--- src/rtl/rom_arbiter.sv ---
// Three-client ROM read arbiter with a one-entry last-address hit buffer.
// Toggle handshakes on the client side and on the SDRAM side.
module rom_arbiter #(
  parameter int MAX_WAIT = 4,
  parameter bit HIT_EN   = 1'b1
) (
  input  logic        clk,
  input  logic        init_n,
  input  logic        c0_req,
  output logic        c0_ack,
  input  logic [23:1] c0_a,
  output logic [15:0] c0_q,
  input  logic        c1_req,
  output logic        c1_ack,
  input  logic [23:1] c1_a,
  output logic [15:0] c1_q,
  input  logic        c2_req,
  output logic        c2_ack,
  input  logic [23:1] c2_a,
  output logic [15:0] c2_q,
  input  logic        inval,
  output logic        mem_req,
  input  logic        mem_ack,
  output logic [23:1] mem_a,
  input  logic [15:0] mem_q,
  output logic        busy
);

  typedef enum logic {IDLE, BUSY} state_t;

  localparam logic [3:0] MW = 4'(MAX_WAIT);

  state_t      state, state_nx;
  logic [2:0]  req, ack, pend;
  logic [15:0] q_r [3];
  logic [1:0]  win, widx;
  logic [23:1] win_a;
  logic        prom1, prom2;
  logic        grant, hit, mem_done;
  logic        valid, poison;
  logic [23:1] ent_a;
  logic [15:0] ent_d;
  logic [3:0]  w1, w2;

  assign req    = {c2_req, c1_req, c0_req};
  assign pend   = req ^ ack;
  assign c0_ack = ack[0];
  assign c1_ack = ack[1];
  assign c2_ack = ack[2];
  assign c0_q   = q_r[0];
  assign c1_q   = q_r[1];
  assign c2_q   = q_r[2];
  assign busy   = (state == BUSY);

  assign prom1 = pend[1] && (w1 == MW);
  assign prom2 = pend[2] && (w2 == MW);

  always_comb begin
    win = 2'd2;
    priority case (1'b1)
      prom1:   win = 2'd1;
      prom2:   win = 2'd2;
      pend[0]: win = 2'd0;
      pend[1]: win = 2'd1;
      default: win = 2'd2;
    endcase
  end

  always_comb begin
    win_a = c0_a;
    unique case (win)
      2'd1:    win_a = c1_a;
      2'd2:    win_a = c2_a;
      default: win_a = c0_a;
    endcase
  end

  // a coincident inval forces the request down the miss path
  assign grant    = (state == IDLE) && (|pend);
  assign hit      = HIT_EN && valid && (win_a == ent_a) && !inval;
  assign mem_done = (state == BUSY) && (mem_ack == mem_req);

  always_comb begin
    state_nx = state;
    unique case (state)
      IDLE:    if (grant && !hit) state_nx = BUSY;
      BUSY:    if (mem_done) state_nx = IDLE;
      default: state_nx = IDLE;
    endcase
  end

  always_ff @(posedge clk or negedge init_n) begin
    if (!init_n) state <= IDLE;
    else         state <= state_nx;
  end

  always_ff @(posedge clk or negedge init_n) begin
    if (!init_n) begin
      ack     <= 3'b000;
      for (int i = 0; i < 3; i++) q_r[i] <= 16'h0000;
      mem_req <= 1'b0;
      mem_a   <= '0;
      widx    <= 2'd0;
      valid   <= 1'b0;
      poison  <= 1'b0;
      ent_a   <= '0;
      ent_d   <= 16'h0000;
      w1      <= 4'd0;
      w2      <= 4'd0;
    end else begin
      if (grant) begin
        if (hit) begin
          ack[win] <= req[win];
          q_r[win] <= ent_d;
        end else begin
          mem_a   <= win_a;
          mem_req <= ~mem_req;
          widx    <= win;
        end
        if (win == 2'd1)              w1 <= 4'd0;
        else if (pend[1] && w1 != MW) w1 <= w1 + 4'd1;
        if (win == 2'd2)              w2 <= 4'd0;
        else if (pend[2] && w2 != MW) w2 <= w2 + 4'd1;
      end
      if (mem_done) begin
        ack[widx] <= req[widx];
        q_r[widx] <= mem_q;
        if (!poison) begin
          ent_a <= mem_a;
          ent_d <= mem_q;
        end
      end
      if (inval)                    valid <= 1'b0;
      else if (mem_done && !poison) valid <= 1'b1;
      if (mem_done)                 poison <= 1'b0;
      else if (busy && inval)       poison <= 1'b1;
    end
  end

endmodule

--- config.mk ---
export PLATFORM = sky130hd
export DESIGN_NAME = rom_arbiter
export DESIGN_NICKNAME = d
export VERILOG_FILES = /design/src/rtl/rom_arbiter.sv
export SDC_FILE = /design/constraint.sdc
export NUM_CORES = 1
export LEC_CHECK = 0
export CAP_MARGIN = 5
export CORE_ASPECT_RATIO = 1.1
export CORE_MARGIN = 3
export CORE_UTILIZATION = 50
export DETAILED_ROUTE_END_ITERATION = 7
export HOLD_SLACK_MARGIN = 0.06
export PLACE_DENSITY = 0.83
export SLEW_MARGIN = 20
export SYNTH_ARGS = -nofsm -noshare
export SYNTH_HDL_FRONTEND = slang
export SYNTH_SLANG_ARGS = --single-unit
--- constraint.sdc ---
create_clock -name clk -period 4.33 [get_ports clk]
set_input_delay 1.299 -clock clk [delete_from_list [all_inputs] [get_ports clk]]
set_output_delay 1.299 -clock clk [all_outputs]
set_load 0.05 [all_outputs]
== Yosys cells after proc, flatten, opt, wreduce, memory -nomap -nowiden ==
Index checks and enable logic that the tools add are counted.

* Add/subtract/negate cells: 2
* Order comparisons: 8
* Mux-type cells: 38
* Equal/unequal tests: 8
* Reduce and logical (&&, ||, !) cells: 27
* Bitwise logic cells: 7

{| class="wikitable"
|+ Operators with widths
! operator !! count
|-
| 48-bit two-way mux || 3
|-
| 48-bit bitwise mux || 2
|-
| 16-bit demux with 2-bit select || 2
|-
| 23-bit one-hot mux with 2 select lines || 1
|-
| 16-bit two-way mux || 2
|-
| 23-bit == test || 1
|-
| 4-bit two-way mux || 4
|-
| 1-bit logical AND || 15
|-
| 1-bit two-way mux || 10
|-
| 3-bit two-way mux || 3
|-
| 4-bit by 1-bit adder with 4-bit output, second input constant || 2
|-
| 4-bit by 3-bit == test with 1-bit output, second input constant || 2
|-
| 2-bit two-way mux || 4
|-
| 4-bit by 3-bit inequality test with 1-bit output, second input constant || 2
|-
| 2-bit AND reduction || 4
|-
| 2-bit nonzero test || 4
|-
| 3-bit bitwise mux || 2
|-
| 3-bit greater-or-equal comparator, second input constant || 2
|-
| 2-bit by 3-bit < comparator with 1-bit output, second input constant || 2
|-
| 3-bit by 1-bit < comparator with 1-bit output, second input constant || 2
|-
| 2-bit inverter with 3-bit output || 2
|-
| 1-bit binary-select mux with 2-bit select || 2
|-
| 1-bit demux with 2-bit select || 2
|-
| 2-bit by 1-bit greater-or-equal comparator with 1-bit output, second input constant || 2
|-
| other kinds (8) || 13
|}

* Flip-flop bits (word level): 127
* Word-level logic and storage cells: 104

== Longest topological paths before layout ==
* Word-level depth: 15
* Mapped depth: 19

== Worst setup path after synthesis ==
No wires, ideal clock.

* Kind: input-to-reg
* Start point: input port c1_req
* End point: register ack[2]
* Stages on the path: 15
* Path buffers: 3
* Setup time: 0.118 ns
* Arrival time: 4.540 ns
* Slack: -0.328 ns
* Cell sequence: xnor2_1 -> and2_1 -> o22a_1 -> inv_1 -> ha_1 -> buf_4 -> buf_2 -> a221oi_1 -> nor3_1 -> nor4_2 -> nand4b_1 -> or4_1 -> buf_4 -> mux2_4 -> a21o_1

* Longest elaborated chain between the ends: 14
* Elaborated cells on any way between the ends: 28
* Those cells by class: 2 x order compare; 3 x eq/ne; 16 x mux; 1 x bitwise; 6 x reduce/logical

{| class="wikitable"
|+ Ends and longest elaborated chain
! what !! RTL line !! text
|-
| start: declaration || 13 || <nowiki>input logic c1_req,</nowiki>
|-
| 3-bit XOR * || 46 || <nowiki>assign pend = req ^ ack;</nowiki>
|-
| 2-bit two-way mux (3 in series) || 60 || <nowiki>priority case (1'b1)</nowiki>
|-
| 2-bit two-way mux * || 60 ||
|-
| via win[1] || 36 || <nowiki>logic [1:0] win, widx;</nowiki>
|-
| 2-bit == test, or another cell as far along || 71 || <nowiki>unique case (win)</nowiki>
|-
| 23-bit one-hot mux with 2 select lines or 1-bit logical AND (tied branches) || 71, 113 ||
|-
| 23-bit == test or 1-bit two-way mux (tied branches) || 80, 113 ||
|-
| 1-bit logical AND or 1-bit demux with 2-bit select (tied branches) || 80, 113 ||
|-
| 1-bit logical AND or 3-bit bitwise mux (tied branches) || 80, 113 ||
|-
| 3-bit two-way mux * || 112 || <nowiki>if (hit) begin</nowiki>
|-
| 3-bit two-way mux * || 111 || <nowiki>if (grant) begin</nowiki>
|-
| 3-bit bitwise mux || 126 || <nowiki>ack[widx] <= req[widx];</nowiki>
|-
| 3-bit two-way mux * || 125 || <nowiki>if (mem_done) begin</nowiki>
|-
| end signal: indexed assignment || 113 || <nowiki>ack[win] <= req[win];</nowiki>
|-
| end signal: indexed assignment || 126 ||
|-
| end: declaration || 34 || <nowiki>logic [2:0] req, ack, pend;</nowiki>
|}

Mark *: on every way through the listed nets, which the timed path passes. The rest lies on a longest branch. The select of a mux whose other input is x is not followed.
A chain may end at the register's enable or synchronous reset.

== Worst setup path after layout ==
* Start point: input port c0_req
* End point: register q_r, in the netlist c2_q[5]

* Longest elaborated chain between the ends: 14
* Elaborated cells on any way between the ends: 23
* Those cells by class: 2 x order compare; 3 x eq/ne; 11 x mux; 2 x bitwise; 5 x reduce/logical

{| class="wikitable"
|+ Ends and longest elaborated chain
! what !! RTL line !! text
|-
| start: declaration || 9 || <nowiki>input logic c0_req,</nowiki>
|-
| 3-bit XOR * || 46 ||
|-
| 2-bit two-way mux * (3 in series) || 60 ||
|-
| via win[1] || 36 ||
|-
| 2-bit inverter with 3-bit output (not written as such) || 114 || <nowiki>q_r[win] <= ent_d;</nowiki>
|-
| 3-bit greater-or-equal comparator (not written as such) or 3-bit by 1-bit < comparator with 1-bit output (tied branches) || 114 ||
|-
| 1-bit logical AND (not written as such) || 114 ||
|-
| 16-bit two-way mux (not written as such) || 114 ||
|-
| 16-bit demux with 2-bit select || 114 ||
|-
| 48-bit bitwise mux || 114 ||
|-
| 48-bit two-way mux * || 112 ||
|-
| 48-bit two-way mux * || 111 ||
|-
| 48-bit bitwise mux || 127 || <nowiki>q_r[widx] <= mem_q;</nowiki>
|-
| 48-bit two-way mux * || 125 ||
|-
| end signal: indexed assignment || 114 ||
|-
| end signal: indexed assignment || 127 ||
|-
| end: declaration || 35 || <nowiki>logic [15:0] q_r [3];</nowiki>
|}

Mark *: on every way through the listed nets, which the timed path passes. The rest lies on a longest branch.

==> reports/qor.tcl <==
set qor(grt-ovfl-total) 0
set qor(grt_util_all_layers_pct) 31.7
set qor(antenna_found_initial) 0
set qor(nFillCells) 685
set qor(cp_slowest_stage_delay_ns) 0.61
set qor(drt_pass1_iterations) 5
set qor(synth.ff_latch_count) 127
set qor(total_cts_buffers) 17
set qor(min-delay-start) {valid}
set qor(drv.max_cap_violation_count) 0
set qor(post-route-period-util_pct) 107
set qor(violated_checks) {negative setup slack}
set qor(final-max-slew-violation-count) 0
set qor(via_per_inst) 6.14
set qor(dominant_cells_by_area_after_synthesis) {sky130_fd_sc_hd__dfrtp_1 47%, sky130_fd_sc_hd__mux2i_1 7.7%, sky130_fd_sc_hd__mux2_2 6.5%}
set qor(antenna-diode-count) 0
set qor(final_hold_viol_count) 0
set qor(synth.yosys.seq_area_share_pct) 46.8
set qor(most_used_standard_cell_by_instance_count_after_synthesis) {sky130_fd_sc_hd__dfrtp_1}
set qor(worst_pin_slew_ns) 0.915
set qor(timing.final.ws_setup_ns) -0.294
set qor(rr_worst_depth) 17
set qor(synth_enable_flop_cells) 0
set qor(synth_commonest_cells) {127 x sky130_fd_sc_hd__dfrtp_1, 53 x sky130_fd_sc_hd__nor2_1, 52 x sky130_fd_sc_hd__mux2i_1}
set qor(dp_hpwl_um) 14600
set qor(route.detailed.drc) 0
set qor(clock-root-buffer) {sky130_fd_sc_hd__clkbuf_16}
set qor(min_delay_path_depth) 2
set qor(floorplan.die.height_um) 128
set qor(initial_core_util_pct) 51.2
set qor(design.core.area_um2) 13300
set qor(yosysWarnings) 0
set qor(ant_nets) 0
set qor(post_synth_instance_area_um2) 6790
set qor(drt_iter0_drc) 645
set qor(maximum_number_of_pins_on_one_net_before_global_route_repair) 67
set qor(r2r-end) {c2_q[5]}
set qor(synthFlopType) {sky130_fd_sc_hd__dfrtp_1}
set qor(nets) 1014
set qor(crit_path_frequent_cell) {sky130_fd_sc_hd__buf_12}
set qor(clk_path_buf_depth) 2
set qor(final.min_clock_period_ns) 4.62
set qor(insertion_delay_to_the_later_sink_of_the_worst_skew_pair_ns) 0.43
set qor(syn_inst) 642
set qor(worst_setup_ep_type) {register}
set qor(worst_path_max_delay_cell) {sky130_fd_sc_hd__or4_4}
set qor(die_w_um) 117
set qor(worst_ep_arrival_time_ns) 4.90
set qor(max_freq_mhz) 216
set qor(dieArea_um2) 15000
set qor(finalWeightedCongestion) 0.897
set qor(critical_path.reg2reg.startpoint) {w2[0]}
set qor(setup.worst_path.class) {primary input to register}
set qor(synth.net_count) 741
set qor(cp_cell_sequence) {buf_2 > xnor2_4 > and2_4 > o22a_4 > inv_4 > ha_4 > buf_12 > buf_6 > a221oi_2 > nor3_1 > nor4_1 > nand4_1 > or4_4 > buf_12 > mux2i_1 > a21oi_1}
set qor(cell_taking_the_most_area_after_synthesis) {sky130_fd_sc_hd__dfrtp_1}
set qor(worst-r2r-setup-slack_ns) -0.06
set qor(tritoncts) {done}
set qor(rsz0062_at_grt) {true}
set qor(cts.hold.buffers_added) 0
set qor(cts.reportedPaths.clkPinSlew_ns) 0.06
set qor(first_global_vias) 6987
set qor(cp-start-kind) {primary input}
set qor(slew_headroom_pct) 39.0
set qor(ys_async_sr_fraction_pct) 100
set qor(via_count) 6830
set qor(first_pass_grt_wire_length_um) 36500
set qor(timing.hold.worst_endpoint) {valid}
set qor(ys_types) 51
set qor(setup_tns_ns) -14.45
set qor(worst-endpoint-required_ns) 4.60
set qor(fp-row-count) 44
set qor(clock_sink_count) 127
set qor(setup_violations) 78
set qor(clock_skew_ns) 0.0112
set qor(floorplan.io_pins) 168
set qor(syn2layout_area_growth_pct) 62.5
set qor(wl_um) 26600
set qor(worst_hold_path_type) {register to register}
set qor(synthesis.area_per_instance_um2) 10.6
set qor(wl_per_cell_um) 23.9
set qor(port_buffers) 167
set qor(critical_path_peak_fanout) 8
set qor(yosys.area.top_type_share_pct) 46.8
set qor(run_status) {complete, but fails checks}
set qor(cts_max_level) 4
set qor(layout-drive-gt1-share_pct) 32.4
[critical path: cells and delay by family]
| family | cells | cell delay [ns] |
|---|---|---|
| AND/OR/NAND/NOR | 5 | 1.63 |
| AO/OA/AOI/OAI | 3 | 0.65 |
| adder cells (fa/ha/maj) | 1 | 0.25 |
| buffers and inverters | 5 | 0.68 |
| multiplexers | 1 | 0.23 |
| XOR/XNOR | 1 | 0.14 |
[cell usage in the layout, fill, tap and decap left out, types with 7 or more instances in the layout]
cell / count
sky130_fd_sc_hd__dfrtp_1: 127
sky130_fd_sc_hd__mux2i_2: 8
sky130_fd_sc_hd__a22oi_1: 19
sky130_fd_sc_hd__o21ai_1: 32
sky130_fd_sc_hd__nand4_1: 7
sky130_fd_sc_hd__clkbuf_16: 21
sky130_fd_sc_hd__nor2b_1: 26
sky130_fd_sc_hd__a21oi_1: 20
sky130_fd_sc_hd__a221oi_4: 10
sky130_fd_sc_hd__nor3_1: 16
sky130_fd_sc_hd__a221oi_2: 9
sky130_fd_sc_hd__nor3_2: 9
sky130_fd_sc_hd__nor2_1: 51
sky130_fd_sc_hd__nand2b_1: 7
sky130_fd_sc_hd__nor2b_2: 8
sky130_fd_sc_hd__nand2_1: 39
sky130_fd_sc_hd__inv_1: 10
sky130_fd_sc_hd__clkdlybuf4s50_1: 163
sky130_fd_sc_hd__mux2i_1: 40
sky130_fd_sc_hd__mux2_4: 23
sky130_fd_sc_hd__buf_6: 11
sky130_fd_sc_hd__buf_12: 13
sky130_fd_sc_hd__buf_4: 94
sky130_fd_sc_hd__mux2_2: 39
[how the worst max path moves through the flow]
stage                     slack [ns]    from        to  cells after the start
final                          -0.29  c0_req   c2_q[5]                     16
after global routing           -0.35  c2_req   c0_q[3]                     18
after CTS                       0.05  c2_req  c1_q[11]                     17
after detailed placement       -1.03  c2_req   c0_q[6]                     17
after global placement         -0.98  c2_req  mem_a[2]                     17
after floorplan                -0.04  c2_req    ack[2]                     16
[kinds of logic (layout without fill, tap and decap cells)]
family                   Yosys count  count (layout)  share of synthesized area, %
AND/OR/NAND/NOR                  205             205                          15.6
flip-flops                       127             127                          46.8
AO/OA/AOI/OAI                    126             126                          12.9
multiplexers                     116             116                          18.3
buffers and inverters             49             335                          3.54
XOR/XNOR                          12              12                          1.55
adder cells (fa/ha/maj)            7               7                          1.29
[layout make-up]
cell class	instances	area, um2	area share [%]
Clock inverter	12	159	1.44
Timing Repair Buffer	291	2930	26.6
Multi-Input combinational cell	466	4040	36.6
Tap cell	184	230	2.09
Sequential cell	127	3180	28.8
Inverter	12	47.5	0.431
Clock buffer	20	457	4.14
[per-layer routing]
metal	routed length, um	vias up	track usage (%)	share of wire, %
li1	-	2887	-	-
met1	9620	3374	36.7	36
met2	13400	434	54.2	50
met3	1970	135	7.60	7.4
met4	1650	0	15.9	6.2
met5	0	-	0	0
[registers in the layout (all words and copies together) (netlist names)]
name,flops
w2,4
widx,2
ent_d,16
w1,4
ack,3
mem_req,1
c1_q,16
poison,1
c2_q,16
mem_a,23
ent_a,23
c0_q,16
busy,1
valid,1
[through the flow]
stage | hold slack [ns] | utilization, % | area (um2) | setup slack [ns] | std cells
floorplan | 0.463 | - | 7010 | -0.0398 | 642
global placement | 0.482 | 71.2 | 9440 | -0.980 | 1044
detailed placement | 0.503 | 71.2 | 9440 | -1.03 | 1044
CTS | 0.512 | 79.2 | 10500 | 0.0465 | 1094
global route | 0.531 | 83.2 | 11000 | -0.348 | 1112
finish | 0.507 | 83.2 | 11000 | -0.294 | 1112
[what timing repair did]
action	4_1_cts	5_1_grt
buffers inserted	16	15
pin swaps	21	36
resized for setup	62	71
gates cloned	3	4
endpoints found under the setup margin	78	78
Power is not shown: default switching activity piles up to over one toggle a cycle in this logic, so the estimate is an artifact.
